==> src/rtl/sprite_pkg.sv <==
// Shared definitions for the sprite bitmap loader: loader state encoding and
// address-width helper.
package sprite_pkg;

  typedef enum logic [2:0] {
    StIdle    = 3'd0,
    StLoad    = 3'd1,
    StDiscard = 3'd2,
    StPending = 3'd3,
    StClear   = 3'd4
  } state_e;

  // Address width for a memory of the given depth, never narrower than one bit.
  function automatic int unsigned addr_width(input int unsigned depth);
    return (depth > 1) ? $clog2(depth) : 1;
  endfunction

endpackage

==> src/rtl/ram_dp_async.sv <==
// Simple dual-port RAM: synchronous write port, asynchronous (combinational)
// read port. No reset on contents.
module ram_dp_async
  import sprite_pkg::*;
#(
  parameter int unsigned WIDTH = 1,
  parameter int unsigned DEPTH = 128,
  localparam int unsigned AW   = addr_width(DEPTH)
) (
  input  logic             i_clk,
  input  logic             i_we,
  input  logic [AW-1:0]    i_waddr,
  input  logic [WIDTH-1:0] i_wdata,
  input  logic [AW-1:0]    i_raddr,
  output logic [WIDTH-1:0] o_rdata
);

  // Sized to the full address space so a bank-select MSB over a
  // non-power-of-two bank depth never indexes out of range.
  logic [WIDTH-1:0] r_mem [2**AW];

  always_ff @(posedge i_clk) begin
    if (i_we) begin
      r_mem[i_waddr] <= i_wdata;
    end
  end

  assign o_rdata = r_mem[i_raddr];

endmodule

==> src/rtl/sprite_loader.sv <==
// Sprite bitmap loader: streams a bitmap into the hidden bank of a double-banked
// RAM and swaps banks on a frame pulse. Optional clear: SPRITE_LOADER_CLEAR_EN.
module sprite_loader
  import sprite_pkg::*;
#(
  parameter int unsigned SPR_WIDTH  = 8,
  parameter int unsigned SPR_HEIGHT = 8,
  parameter int unsigned SPR_DATAW  = 1,
  localparam int unsigned DEPTH     = SPR_WIDTH * SPR_HEIGHT,
  localparam int unsigned AW        = addr_width(DEPTH)
) (
  input  logic                 i_clk,
  input  logic                 i_rst,
  input  logic                 i_in_valid,
  output logic                 o_in_ready,
  input  logic [SPR_DATAW-1:0] i_in_data,
  input  logic                 i_in_last,
  input  logic                 i_frame,
`ifdef SPRITE_LOADER_CLEAR_EN
  input  logic                 i_clear,
`endif
  input  logic [AW-1:0]        i_rd_addr,
  output logic [SPR_DATAW-1:0] o_rd_data,
  output logic                 o_pending,
  output logic                 o_err
);

  localparam logic [AW-1:0] LastAddr = AW'(DEPTH - 1);

  state_e               r_state, w_state_nxt;
  logic                 r_disp_bank, w_disp_bank_nxt;
  logic [AW-1:0]        r_wr_addr, w_wr_addr_nxt;
  logic                 r_err, w_err_nxt;
  logic                 w_we;
  logic [SPR_DATAW-1:0] w_wdata;
  logic                 w_accept;
  logic                 w_clear_req;

`ifdef SPRITE_LOADER_CLEAR_EN
  assign w_clear_req = i_clear && (r_state == StIdle);
`else
  assign w_clear_req = 1'b0;
`endif

  always_comb begin
    w_state_nxt     = r_state;
    w_disp_bank_nxt = r_disp_bank;
    w_wr_addr_nxt   = r_wr_addr;
    w_err_nxt       = r_err;
    w_we            = 1'b0;
    w_wdata         = i_in_data;
    o_in_ready      = 1'b0;

    // A clear request in IDLE wins over a stream word, so no word is silently lost.
    case (r_state)
      StIdle, StLoad, StDiscard: o_in_ready = !w_clear_req;
      default:                   o_in_ready = 1'b0;
    endcase
    if (i_rst) begin
      o_in_ready = 1'b0;
    end
    w_accept = i_in_valid && o_in_ready;

    case (r_state)
      StIdle, StLoad: begin
        if (w_clear_req) begin
          w_state_nxt = StClear;
        end else if (w_accept) begin
          w_we = 1'b1;
          if (i_in_last) begin
            w_wr_addr_nxt = '0;
            if (r_wr_addr == LastAddr) begin
              w_state_nxt = StPending;
            end else begin
              w_err_nxt   = 1'b1;
              w_state_nxt = StIdle;
            end
          end else if (r_wr_addr == LastAddr) begin
            w_err_nxt     = 1'b1;
            w_wr_addr_nxt = '0;
            w_state_nxt   = StDiscard;
          end else begin
            w_wr_addr_nxt = r_wr_addr + 1'b1;
            w_state_nxt   = StLoad;
          end
        end
      end
      StDiscard: begin
        if (w_accept && i_in_last) begin
          w_wr_addr_nxt = '0;
          w_state_nxt   = StIdle;
        end
      end
      StPending: begin
        if (i_frame) begin
          w_disp_bank_nxt = !r_disp_bank;
          w_err_nxt       = 1'b0;
          w_state_nxt     = StIdle;
        end
      end
`ifdef SPRITE_LOADER_CLEAR_EN
      StClear: begin
        w_we    = 1'b1;
        w_wdata = '0;
        if (r_wr_addr == LastAddr) begin
          w_wr_addr_nxt = '0;
          w_state_nxt   = StPending;
        end else begin
          w_wr_addr_nxt = r_wr_addr + 1'b1;
        end
      end
`endif
      default: begin
        w_wr_addr_nxt = '0;
        w_state_nxt   = StIdle;
      end
    endcase
  end

  always_ff @(posedge i_clk) begin
    if (i_rst) begin
      r_state     <= StIdle;
      r_disp_bank <= 1'b0;
      r_wr_addr   <= '0;
      r_err       <= 1'b0;
    end else begin
      r_state     <= w_state_nxt;
      r_disp_bank <= w_disp_bank_nxt;
      r_wr_addr   <= w_wr_addr_nxt;
      r_err       <= w_err_nxt;
    end
  end

  assign o_pending = (r_state == StPending);
  assign o_err     = r_err;

  // Bank bit is the RAM address MSB; writes always go to the hidden bank.
  ram_dp_async #(
    .WIDTH (SPR_DATAW),
    .DEPTH (2 * DEPTH)
  ) u_ram (
    .i_clk   (i_clk),
    .i_we    (w_we),
    .i_waddr ({!r_disp_bank, r_wr_addr}),
    .i_wdata (w_wdata),
    .i_raddr ({r_disp_bank, i_rd_addr}),
    .o_rdata (o_rd_data)
  );

endmodule

==> config.mk <==
export PLATFORM = sky130hd
export DESIGN_NAME = sprite_loader
export DESIGN_NICKNAME = d
export VERILOG_FILES = /design/src/rtl/sprite_pkg.sv /design/src/rtl/ram_dp_async.sv /design/src/rtl/sprite_loader.sv
export SDC_FILE = /design/constraint.sdc
export NUM_CORES = 1
export LEC_CHECK = 0
export CORE_MARGIN = 5
export CORE_UTILIZATION = 45
export DETAILED_ROUTE_END_ITERATION = 10
export PLACE_DENSITY = 0.65
export RECOVER_POWER = 50
export REMOVE_ABC_BUFFERS = 1
export SYNTH_ARGS = -nofsm -noshare
export SYNTH_HDL_FRONTEND = slang
export SYNTH_SLANG_ARGS = --single-unit
==> constraint.sdc <==
create_clock -name i_clk -period 3.6 [get_ports i_clk]
set_input_delay 0.72 -clock i_clk [delete_from_list [all_inputs] [get_ports i_clk]]
set_output_delay 0.72 -clock i_clk [all_outputs]
set_load 0.01 [all_outputs]
* Word-level counts from Yosys, hierarchy flattened *
Memory sizes are Yosys's and may differ from the RTL's.
Index checks and enable logic that the tools add are counted.

word-level totals
  output and inout port bits = 4
  memories kept = 1
  RAM bits = 128
  bits of input ports = 12
  register bits = 11

cells by class
  bitwise operators = 1
  reduce and logical (&&, ||, !) cells = 11
  eq/ne operators = 9
  add/subtract/negate cells = 1
  muxes and demuxes = 24

memories
  memory       words  width  rd ports  clocked after memory_dff  wr ports  RTL line            RTL
  u_ram.r_mem  128    1      1         0                         1         ram_dp_async.sv:20  logic [WIDTH-1:0] r_mem [2**AW];

operators by type and width
  kind                                                             number
  6-bit two-way mux                                                4
  6-bit case mux with 3 select lines                               1
  3-bit two-way mux                                                4
  1-bit two-way mux                                                11
  3-bit case mux with 3 select lines                               1
  6-bit by 1-bit adder with 6-bit output, second input constant    1
  3-bit by 2-bit == test with 1-bit output, second input constant  2
  6-bit == test, second input constant                             1
  2-bit != test, second input constant                             3
  3-bit != test, second input constant                             2
  3-bit AND reduction                                              2
  5-bit AND reduction                                              1
  2-bit two-way mux                                                2
  3-bit by 1-bit == test with 1-bit output, second input constant  1
  3-bit zero test                                                  1
  3-bit OR reduction                                               1
  1-bit logical AND                                                2
  1-bit case mux with 2 select lines                               1
  2-bit AND reduction                                              1
  2-bit nonzero test                                               1
  2-bit OR reduction                                               1
  1-bit zero test                                                  1
  1-bit inverter                                                   1

* Depth between registers and ports, before layout *
  word-level depth = 9
  depth in mapped cells = 9

* Hierarchy *
Synthesis repeated with hierarchy kept, for this count alone.

unflattened totals
  cells, all modules = 466
  area, all modules = 6,262.3 um2

by module, submodules not included
  module         times used  area each (um2)  sequential area each (um2)  cells each
  ram_dp_async   1           5,699.2          3,843.7                     394
  sprite_loader  1           563.0            200.2                       72

* Worst setup path before layout *
Ideal clock, no wire load.

  kind = input to output
  from = in i_rd_addr[1]
  to = out o_rd_data
  path buffers = 1
  data arrival time = 2.164 ns
  setup slack = 0.716 ns
  stages = 5
  required time = 2.880 ns
  cell sequence = buf_6 > mux4_1 > mux4_2 > a32oi_1 > nand4_1

on the way
  word-level cells in the longest chain between the ends = 1

ends and longest elaborated chain
  what                     RTL line             RTL
  start, declared          sprite_loader.sv:22  input logic [AW-1:0] i_rd_addr,
  memory read 128 x 1 bit  --
  end, declared            sprite_loader.sv:23  output logic [SPR_DATAW-1:0] o_rd_data,

No other way between the ends.

* Worst setup path after layout *
Same ends and word-level chain as after synthesis.

==> results.py <==
metrics = {
    "status": {
        "result_of_the_run": "complete, but fails checks",
        "violations": "capacitance limit, slew limit",
    },
    "finish": {
        "drive_above_1_share_pct": 17.8,
        "p_r_area_growth_vs_syn_pct": 16.7,
        "final_cell_utilization_of_the_core_pct": 54.1,
        "insertedDiodeCount": 0,
        "nNetsFinal": 511,
        "multi_input_comb_area_mm2": 0.00198,
        "final-seq-area_mm2": 0.00404,
        "nFillCells": 1121,
    },
    "timing": {
        "max_slew.worst_pin.slew_ps": 1990,
        "finClkSkew_ps": 9.45,
        "rsz0062_at_grt": "no",
        "period_share_pct": 97.2,
        "period_needed_ps": 3500,
        "finalMaxSlewViolations": 57,
        "fin_setup_tns_ps": 0,
        "setup_viol": 0,
        "report.final.hold_viol_count": 0,
        "fmaxAchievable_mhz": 286,
        "slew-limit-headroom_pct": -32.5,
    },
    "global_route": {
        "globalRouteMet2Util_pct": 28.4,
        "gr_busiest_metal": "met2",
        "track_usage_pct": 17.4,
        "largest_net_degree_at_the_start_of_global_routing": 57,
        "use_met3_pct": 4.26,
        "gr-usage-met1_pct": 23.1,
        "grt_remaining_overflow": 0,
        "grt_antenna_before_repair": 0,
        "first_global_vias": 3876,
        "grt_pass1_wl_um": 21100,
    },
    "worst_setup_path": {
        "criticalPathCategory": "in2out",
        "worst-path-max-fanout": 6,
        "crit_path_start_kind": "primary input",
        "crit_chain": "clkdlybuf4s50_1 > buf_6 > mux4_1 > mux4_2 > a32oi_1 > nand4_1 > buf_2",
        "cp_data_arrival_time_ps": 2780,
        "critical_path.top_delay_family": "multiplexers",
        "cp.buffers_inverters": 3,
        "critical-path-max-stage-delay_ps": 530,
        "timing.critical_path.to_type": "output pin",
        "cp_data_required_time_ps": 2880,
        "crit_slowest_cell": "mux4_1",
    },
    "min_path": {
        "worstHoldPathType": "reg2reg",
    },
    "yosys": {
        "synth.yosys.warnings": 0,
        "synth_seq_area_share_pct": 65.3,
        "async_reset_ff_share_pct": 0,
        "synth_enable_flop_cells": 128,
        "synthFlopType": "edfxtp_1",
        "post_synth_num_cell_types": 41,
        "synthesis.area_per_instance_um2": 13.6,
        "synth_area_mm2": 0.00619,
        "syn-instance-count": 455,
        "ys_ff_latch": 138,
    },
    "power_and_ir_drop": {
        "power.sequential.fraction_pct": 50.1,
        "max-vdd-ir-drop_v": 0.000312,
        "combinational_power_share_pct": 5.0,
        "clockPowerShare_pct": 44.8,
        "power.switching_mw": 0.729,
        "internal_power_mw": 2.77,
        "total_leakage_power_nw": 2.29,
        "power.share.switching_pct": 20.8,
        "p_per_area_mw_per_mm2": 485,
    },
    "detailed_routing": {
        "post_drt_wl_per_cell_um": 19.3,
        "vias": 3875,
        "drtIter0Drc": 409,
        "drtPass1Iterations": 5,
        "drt_wl_total_um": 13200,
        "via_per_inst": 5.67,
        "antenna_left": 0,
        "post-route-drc-count": 0,
    },
    "die": {
        "die_w_um": 127,
        "fp.coreArea_mm2": 0.0133,
        "initial_core_util_pct": 46.4,
        "die_h_um": 127,
        "placement_rows": 42,
        "fp.dieArea_mm2": 0.0162,
        "floorplan.io_pins": 16,
    },
    "clock_network": {
        "cts-buffers-inserted": 17,
        "ctsRootBufferMaster": "clkbuf_16",
        "post_cts_hold_buffer_count": 0,
        "clkLatencyLatePin_ps": 420,
        "cts_max_path_buffers": 2,
        "clock-sinks": 138,
        "clock_edge_transition_at_the_registers_on_the_reported_setup_and_hold_paths_ps": 60,
        "clock_tree_from_tritoncts": "built",
        "cts-htree-levels": 4,
    },
    "place": {
        "io_buffer_count": 15,
        "place.detailed.hpwl_um": 8260,
        "gp_routability_congestion": 0.927,
    },
    "flow_run": {
        "max_cap_viol_count": 1,
    },
}
-- sequential cells by signal, indices dropped and copies added (netlist names) --
register     flops
o_err            1
r_disp_bank      1
r_state          2
r_wr_addr        6
u_ram.r_mem    128
-- per-layer routing --
| metal | vias up | wire, µm |
|---|---|---|
| met4 | 0 | 196 |
| li1 | 1756 | - |
| met3 | 17 | 894 |
| met5 | - | 0 |
| met1 | 1957 | 5580 |
| met2 | 145 | 6540 |
-- power groups by stage --
| stage | registers (mW) | clock network (mW) | logic, mW |
|---|---|---|---|
| 2_1_floorplan | 1.79 | 0 | 0.0690 |
| 3_3_place_gp | 1.79 | 0 | 0.176 |
| 3_5_place_dp | 1.79 | 0 | 0.179 |
| 4_1_cts | 1.76 | 1.59 | 0.180 |
| 5_1_grt | 1.76 | 1.66 | 0.191 |
| 6_report | 1.76 | 1.57 | 0.176 |
-- synthesized netlist by cell type, drive strengths merged (6+ instances only) --
master | count | area [µm²]
a21oi | 8 | 40.0
buf | 9 | 65.1
clkbuf | 17 | 63.8
dfxtp | 10 | 200
edfxtp | 128 | 3840
mux2i | 8 | 80.1
mux4 | 33 | 769
nand2 | 19 | 71.3
nand3 | 15 | 75.1
nor2 | 148 | 556
nor2b | 9 | 56.3
o21ai | 6 | 30.0
-- stage by stage --
step | hold WS (ps) | setup WS, ps | std cells | cell area [µm²] | power (mW)
floorplan | 483 | 860 | 429 | 6060 | 1.86
global placement | 503 | -321 | 652 | 6710 | 1.96
detailed placement | 522 | -268 | 652 | 6710 | 1.97
CTS | 532 | 9.31 | 683 | 7250 | 3.52
global route | 561 | 22.3 | 683 | 7220 | 3.61
finish | 519 | 102 | 683 | 7220 | 3.50
-- worst register-to-register path, stage by stage (launching register included) --
cell and delay (ps):
dfxtp_1 470, ha_1 240, and3_1 220, and3_1 300
inv_1 70, ha_1 270, a211oi_1 240, a21oi_1 70
nor2_1 80
-- layout by cell type (no fill, tap or decap), drive strengths merged, types with 5 or more instances in the layout --
| master | instances |
|---|---|
| a21oi | 8 |
| buf | 31 |
| clkbuf | 22 |
| clkdlybuf4s50 | 11 |
| clkinv | 9 |
| dfxtp | 10 |
| edfxtp | 128 |
| inv | 6 |
| mux2i | 8 |
| mux4 | 33 |
| nand2 | 19 |
| nand3 | 15 |
| nand3b | 5 |
| nor2 | 148 |
| nor2b | 9 |
| o21ai | 6 |
-- final cells by class --
type	count	share of cell area (%)
clock inverter	13	1.44
tap	176	3.05
multi-input combinational	286	27.5
timing repair buffer	47	5.81
inverter	5	0.260
sequential	138	56.0
clock buffer	18	5.94
-- repair_timing --
item	4_1_cts	5_1_grt
gates resized for setup	4	3
setup endpoints to repair	1	1
pin swaps	1	1
setup buffers	0	0
-- path summary, 6_finish.rpt --
check               startpoint         end  slack [ps]  depth (start not counted)
hold / removal      r_state[1]  r_state[1]         520                          2
setup reg to reg  r_wr_addr[0]  r_state[0]        1580                          8
setup / recovery  i_rd_addr[1]   o_rd_data         100                          7
hold reg to reg     r_state[1]  r_state[1]         520                          2
-- logic make-up after synthesis --
kind of cell | count (synthesis) | share of synthesized area (%)
muxes | 41 | 13.7
xor gates and xnor gates | 1 | 0.142
DFF | 138 | 65.3
buffers and inverters | 31 | 2.39
and+or+nand+nor | 215 | 15.1
adders and majority gates | 4 | 0.809
AOI/OAI and AO/OA | 25 | 2.53
No activity file was read; power rests on OpenSTA's default activity.
